<file path="config.mk">
export PLATFORM = sky130hd
export DESIGN_NAME = muldiv_unit
export DESIGN_NICKNAME = d
export VERILOG_FILES = /design/src/rtl/muldiv_unit.sv
export SDC_FILE = /design/constraint.sdc
export NUM_CORES = 1
export LEC_CHECK = 0
export ABC_CLOCK_PERIOD_IN_PS = 11300
export CAP_MARGIN = 40
export CORE_ASPECT_RATIO = 1.4
export CORE_MARGIN = 8
export CORE_UTILIZATION = 55
export DETAILED_ROUTE_END_ITERATION = 10
export HOLD_SLACK_MARGIN = 0.08
export PLACE_DENSITY_LB_ADDON = 0.1
export SKIP_CTS_REPAIR_TIMING = 1
export SYNTH_ARGS = -nofsm -noshare
export SYNTH_HDL_FRONTEND = slang
export SYNTH_SLANG_ARGS = --single-unit
</file>
<file path="constraint.sdc">
create_clock -name clk -period 11.3 [get_ports clk]
set_input_delay 3.39 -clock clk [delete_from_list [all_inputs] [get_ports clk]]
set_output_delay 3.39 -clock clk [all_outputs]
set_load 0.02 [all_outputs]
</file>
<file path="src/rtl/muldiv_unit.sv">
// muldiv_unit: iterative 32-bit multiply/divide unit for an RV32M-style core.
//
// One op runs at a time. A multiply takes 32 shift-add steps. A divide or
// remainder takes 32 restoring shift-subtract steps. Every op has the same
// latency: start is sampled at edge N and done pulses in cycle N+33.
//
// Configuration macro: MULDIV_DIV_EN
//   defined   : all eight funct3 ops are built (MUL..REMU).
//   undefined : no divider hardware. funct3[2]=1 ops go straight to DONE,
//               pulse done/illegal one cycle after start, and return 0.
//
// Ports:
//   clk       in   clock, rising edge
//   rst       in   asynchronous active-high reset
//   start     in   op request, only looked at while idle
//   funct3    in   op select (000 MUL .. 111 REMU)
//   rs1_data  in   operand A (multiplicand / dividend)
//   rs2_data  in   operand B (multiplier / divisor)
//   rd_addr   in   destination register, captured with start
//   kill      in   synchronous abort of the op in flight
//   busy      out  op in flight (RUN or DONE)
//   done      out  one-cycle completion pulse
//   result    out  write-back data, holds between done pulses
//   rd_out    out  destination register of the last completed op
//   we_out    out  register file write enable (equals done)
//   illegal   out  pulses with done for ops that are not built
module muldiv_unit (
  input  logic        clk,
  input  logic        rst,
  input  logic        start,
  input  logic [2:0]  funct3,
  input  logic [31:0] rs1_data,
  input  logic [31:0] rs2_data,
  input  logic [4:0]  rd_addr,
  input  logic        kill,
  output logic        busy,
  output logic        done,
  output logic [31:0] result,
  output logic [4:0]  rd_out,
  output logic        we_out,
  output logic        illegal
);

  typedef enum logic [1:0] {IDLE, RUN, DONE} state_t;

  state_t      state_q, state_d;
  logic [4:0]  cnt_q;
  logic [2:0]  op_q;
  logic        neg_q;
  logic [31:0] mcand_q;
  logic [31:0] hi_q;
  logic [31:0] lo_q;
  logic [4:0]  rd_q;
`ifdef MULDIV_DIV_EN
  logic        dz_q;
`endif

  logic        accept;
  logic        a_signed, b_signed, a_neg, b_neg;
  logic [31:0] a_mag, b_mag;
  logic [32:0] mul_sum;
  logic [31:0] step_hi, step_lo;
  logic [63:0] prod_fix;
  logic [31:0] final_result;
`ifdef MULDIV_DIV_EN
  logic [33:0] rem_diff;
  logic        rem_ok;
`endif

  assign accept = (state_q == IDLE) && start && !kill;

  // Operand sign handling: the datapath works on magnitudes, and the sign of
  // the answer is restored at the end. MULHSU treats rs2 as unsigned.
  always_comb begin
    a_signed = (funct3 == 3'b001) || (funct3 == 3'b010) ||
               (funct3 == 3'b100) || (funct3 == 3'b110);
    b_signed = (funct3 == 3'b001) || (funct3 == 3'b100) || (funct3 == 3'b110);
    a_neg    = a_signed && rs1_data[31];
    b_neg    = b_signed && rs2_data[31];
    a_mag    = a_neg ? (32'd0 - rs1_data) : rs1_data;
    b_mag    = b_neg ? (32'd0 - rs2_data) : rs2_data;
  end

  // One iteration step. For multiply, {hi,lo} is the product/multiplier
  // shift register. For divide, hi is the partial remainder and lo shifts the
  // dividend out while the quotient bits shift in.
  always_comb begin
    mul_sum = {1'b0, hi_q} + (lo_q[0] ? {1'b0, mcand_q} : 33'd0);
    step_hi = mul_sum[32:1];
    step_lo = {mul_sum[0], lo_q[31:1]};
`ifdef MULDIV_DIV_EN
    rem_diff = {1'b0, hi_q, lo_q[31]} - {2'b00, mcand_q};
    // A successful subtract always leaves a value below the divisor, so
    // bits 33 and 32 are both clear exactly when no borrow occurred.
    rem_ok = ~|rem_diff[33:32];
    if (op_q[2]) begin
      if (rem_ok) begin
        step_hi = rem_diff[31:0];
        step_lo = {lo_q[30:0], 1'b1};
      end else begin
        step_hi = {hi_q[30:0], lo_q[31]};
        step_lo = {lo_q[30:0], 1'b0};
      end
    end
`endif
  end

  // Value written back after the last step. Divide by zero yields all ones
  // for the quotient, and the restoring loop already yields the dividend as
  // the remainder. The signed overflow case falls out of the magnitude math.
  always_comb begin
    prod_fix     = neg_q ? (64'd0 - {step_hi, step_lo}) : {step_hi, step_lo};
    final_result = (op_q[1:0] == 2'b00) ? prod_fix[31:0] : prod_fix[63:32];
`ifdef MULDIV_DIV_EN
    if (op_q[2]) begin
      if (op_q[1])
        final_result = neg_q ? (32'd0 - step_hi) : step_hi;
      else if (dz_q)
        final_result = 32'hFFFF_FFFF;
      else
        final_result = neg_q ? (32'd0 - step_lo) : step_lo;
    end
`endif
  end

  // State register.
  always_ff @(posedge clk or posedge rst) begin
    if (rst)
      state_q <= IDLE;
    else
      state_q <= state_d;
  end

  // Next-state logic. Kill wins over start in IDLE and aborts RUN.
  always_comb begin
    state_d = state_q;
    case (state_q)
      IDLE: begin
        if (accept) begin
`ifdef MULDIV_DIV_EN
          state_d = RUN;
`else
          state_d = funct3[2] ? DONE : RUN;
`endif
        end
      end
      RUN: begin
        if (kill)
          state_d = IDLE;
        else if (cnt_q == 5'd31)
          state_d = DONE;
      end
      DONE:    state_d = IDLE;
      default: state_d = IDLE;
    endcase
  end

  // Operand capture, iteration and write-back registers.
  always_ff @(posedge clk or posedge rst) begin
    if (rst) begin
      cnt_q   <= 5'd0;
      op_q    <= 3'd0;
      neg_q   <= 1'b0;
      mcand_q <= 32'd0;
      hi_q    <= 32'd0;
      lo_q    <= 32'd0;
      rd_q    <= 5'd0;
      result  <= 32'd0;
      rd_out  <= 5'd0;
`ifdef MULDIV_DIV_EN
      dz_q    <= 1'b0;
`endif
    end else if (accept) begin
      op_q  <= funct3;
      rd_q  <= rd_addr;
      cnt_q <= 5'd0;
      hi_q  <= 32'd0;
      neg_q <= (funct3 == 3'b110) ? a_neg : (a_neg ^ b_neg);
`ifdef MULDIV_DIV_EN
      dz_q <= (rs2_data == 32'd0);
      if (funct3[2]) begin
        mcand_q <= b_mag;
        lo_q    <= a_mag;
      end else begin
        mcand_q <= a_mag;
        lo_q    <= b_mag;
      end
`else
      mcand_q <= a_mag;
      lo_q    <= b_mag;
      // Unbuilt ops complete next cycle, so their write-back is set now.
      if (funct3[2]) begin
        result <= 32'd0;
        rd_out <= rd_addr;
      end
`endif
    end else if (state_q == RUN && !kill) begin
      hi_q  <= step_hi;
      lo_q  <= step_lo;
      cnt_q <= cnt_q + 5'd1;
      if (cnt_q == 5'd31) begin
        result <= final_result;
        rd_out <= rd_q;
      end
    end
  end

  // A kill arriving in DONE also suppresses that cycle's pulse.
  assign busy   = (state_q != IDLE);
  assign done   = (state_q == DONE) && !kill;
  assign we_out = done;
`ifdef MULDIV_DIV_EN
  assign illegal = 1'b0;
`else
  assign illegal = done && op_q[2];
`endif

endmodule

</file>
==> impl_metrics.ini <==
[worst_setup_path]
cp_common_cell = clkdlybuf4s50_1
worst-path-buf-inv = 2
cpMaxStageDelayCell = clkdlybuf4s50_1
max_stage_delay_ns = 0.60
crit_arrival_ns = 4.96
cp-end-kind = output port
cp_max_fo = 4
critPathKind = input pin to output port
critPathTopFamily = buffers and inverters
cp-start-kind = input pin
path_cells = clkdlybuf4s50_1, nor3b_1, and2_1, clkdlybuf4s50_1
cp.required_ns = 7.91

[global_routing]
overflow = 0
antenna_found_initial = 0
use_met1_pct = 28.8
grtUsageMet3_pct = 3.54
grt_max_degree = 106
track_usage_pct = 24.3
grt_pass1_wl_um = 47700
use_met2_pct = 42.2
grt_pass1_vias = 9434
grt-busiest-layer = met2

[routing]
detail_route.wl_per_cell_um = 18.4
dr.pass1.iters = 5
drc = 0
drt_iter0_markers = 652
wl_um = 29200
vias = 9443
viasPerCell = 5.97
ant_nets = 0

[sta]
whs_ns = 0.468
rsz0062_at_grt = false
final_max_slew_viol_count = 0
fmax_mhz = 120
tightest_slew_ns = 0.864
skew_ns = 0.0121
timing.slew.headroom_pct = 42.4
period_needed_ns = 8.35
setup_tns_ns = 0
setup-violations-final = 0
fin_crit_sh_pct = 73.9
hold_viol = 0

[synth]
synthAdderAreaFrac_pct = 4.55
syn-num-nets = 1358
synth_seq_cells = 149
synth_mux_area_share_pct = 1.31
ys_warn_count = 0
synth_edf_count = 0
synth_compound_gate_area_share_pct = 24.8
seq_area_frac_synth_pct = 35.1
yosys.area_share.simple_pct = 18.6
yosys_most_used_dff = dfrtp_1
synthCells = 1244
synthDistinctLibCells = 81
synth_top_family_by_area = compound AO/OA/AOI/OAI gates
synth.avg_cell_area_um2 = 8.53
syn-cell-area_mm2 = 0.0106
synthArstFlopShare_pct = 100
synth-xor-area-share_pct = 11.9

[clock_tree]
cts_buffers = 17
tritoncts = yes
root_buffer = clkbuf_16
worstSkewPairLatency_ns = 0.43
cts_sinks = 149
clockBufferDepth = 2
path_clk_slew_ns = 0.07
h-tree-depth = 4

[pwr]
vdd_drop_max_v = 0.000109
powerDensity_mw_per_mm2 = 171
leakage_uw = 0.00520

[place]
port_buffers = 116
gp_congestion = 0.877
place_hpwl_um = 21800

[floorplan]
dieArea_mm2 = 0.0241
dieWidth_um = 133
ios = 117
die_h_um = 180
rows = 60
core_mm2 = 0.0191
initial_core_util_pct = 55.7

[finish]
syn_to_final_growth_pct = 17.8
fin_nets = 1434
drive_above_1_share_pct = 6.60
multi_input_area_mm2 = 0.00651
fill_cells = 1693
seq_area_mm2 = 0.00373
num_antenna_cells = 0

[status]
status = complete, no violations

[min_path]
hp-class = register to register

[flow_run]
drv_cap = 0
==> through the flow <==
step                      area, um^2  power [uW]  worst slack [ns]  instances  util [%]
after floorplan                10600        1320              3.58       1244         -
after global placement         11900        1530              2.99       1548      62.2
after detailed placement       11900        1550              2.95       1549      62.4
after CTS                      12500        2140              2.95       1581      65.6
after global routing           12500        2270              2.86       1581      65.6
final                          12500        2140              2.95       1581      65.6
==> power by group <==
group	internal, uW	switching (uW)	total [uW]
Clock	336	260	596
Combinational	321	471	792
Sequential	638	111	750
==> tightest hold or removal path: cells and delay by family (launching register included) <==
family           cells  cell delay, ns
and+or+nand+nor      2            0.11
DFF                  1            0.32
==> cells in the mapped netlist, drive strengths merged, types with 34 or more instances <==
cell type  count  area [um^2]
nand2        169          634
o21ai        165          826
dfrtp        149         3730
xor2          79          692
a21oi         72          368
nor2          71          279
xnor2         65          569
clkbuf        56          230
a22oi         42          315
and2          41          257
ha            37          463
o31ai         34          260
==> path summary, 6_finish.rpt <==
check | depth (start not counted) | from | slack, ns | endpoint
setup / recovery | 4 | kill | 2.95 | illegal
min in group asynchronous | 2 | rst | 3.47 | rd_q[4]$_DFFE_PP0P_
setup reg to reg | 13 | lo_q[0]$_DFFE_PP0P_ | 6.03 | result[31]$_DFFE_PP0P_
max in group asynchronous | 4 | rst | 6.83 | result[10]$_DFFE_PP0P_
hold / removal | 2 | rd_q[3]$_DFFE_PP0P_ | 0.47 | rd_q[3]$_DFFE_PP0P_
hold reg to reg | 2 | rd_q[3]$_DFFE_PP0P_ | 0.47 | rd_q[3]$_DFFE_PP0P_
==> sequential cells by signal, summed over array words and instances, names as in the netlist <==
register	flops
rd_q	5
hi_q	32
state_q	2
cnt_q	5
neg_q	1
lo_q	32
op_q	3
result	32
mcand_q	32
rd_out	5
==> layer usage <==
layer / vias up / routed length [um]
li1: 4654 / -
met5: - / 0
met3: 53 / 927
met1: 4529 / 12200
met2: 207 / 14800
met4: 0 / 1200
==> cell type report <==
class,instances,share of cell area (%)
clock buffers,17,3.40
multi-input cells,1006,52.1
clock inverters,15,1.51
inverters,19,0.610
well taps,248,2.48
flip-flops and latches,149,29.8
repair buffers,127,10.1
==> cell families (layout without fill, tap and decap cells) <==
kind of cell	after synthesis	after routing
xor gates and xnor gates	144	144
muxes	13	13
DFF	149	149
and+or+nand+nor	398	398
AOI/OAI and AO/OA	413	413
buffers and inverters	89	178
adders and majority gates	38	38
==> placed cells by master (no fill, tap or decap), drive strengths merged, types with 4 or more instances in the layout <==
cell type / count
a2111oi: 4
a211oi: 4
a21o: 8
a21oi: 72
a22o: 30
a22oi: 42
a31oi: 5
and2: 41
and3: 5
buf: 11
clkbuf: 17
clkdlybuf4s50: 116
clkinv: 5
dfrtp: 149
ha: 37
inv: 26
mux2: 7
mux2i: 6
nand2: 169
nand3: 15
nand4: 12
nor2: 71
nor3: 18
nor4: 12
o21a: 6
o21ai: 165
o21bai: 5
o31ai: 34
o41ai: 14
or2: 6
or3: 19
or4: 14
xnor2: 65
xor2: 79
Power figures use the tool's default switching activity.
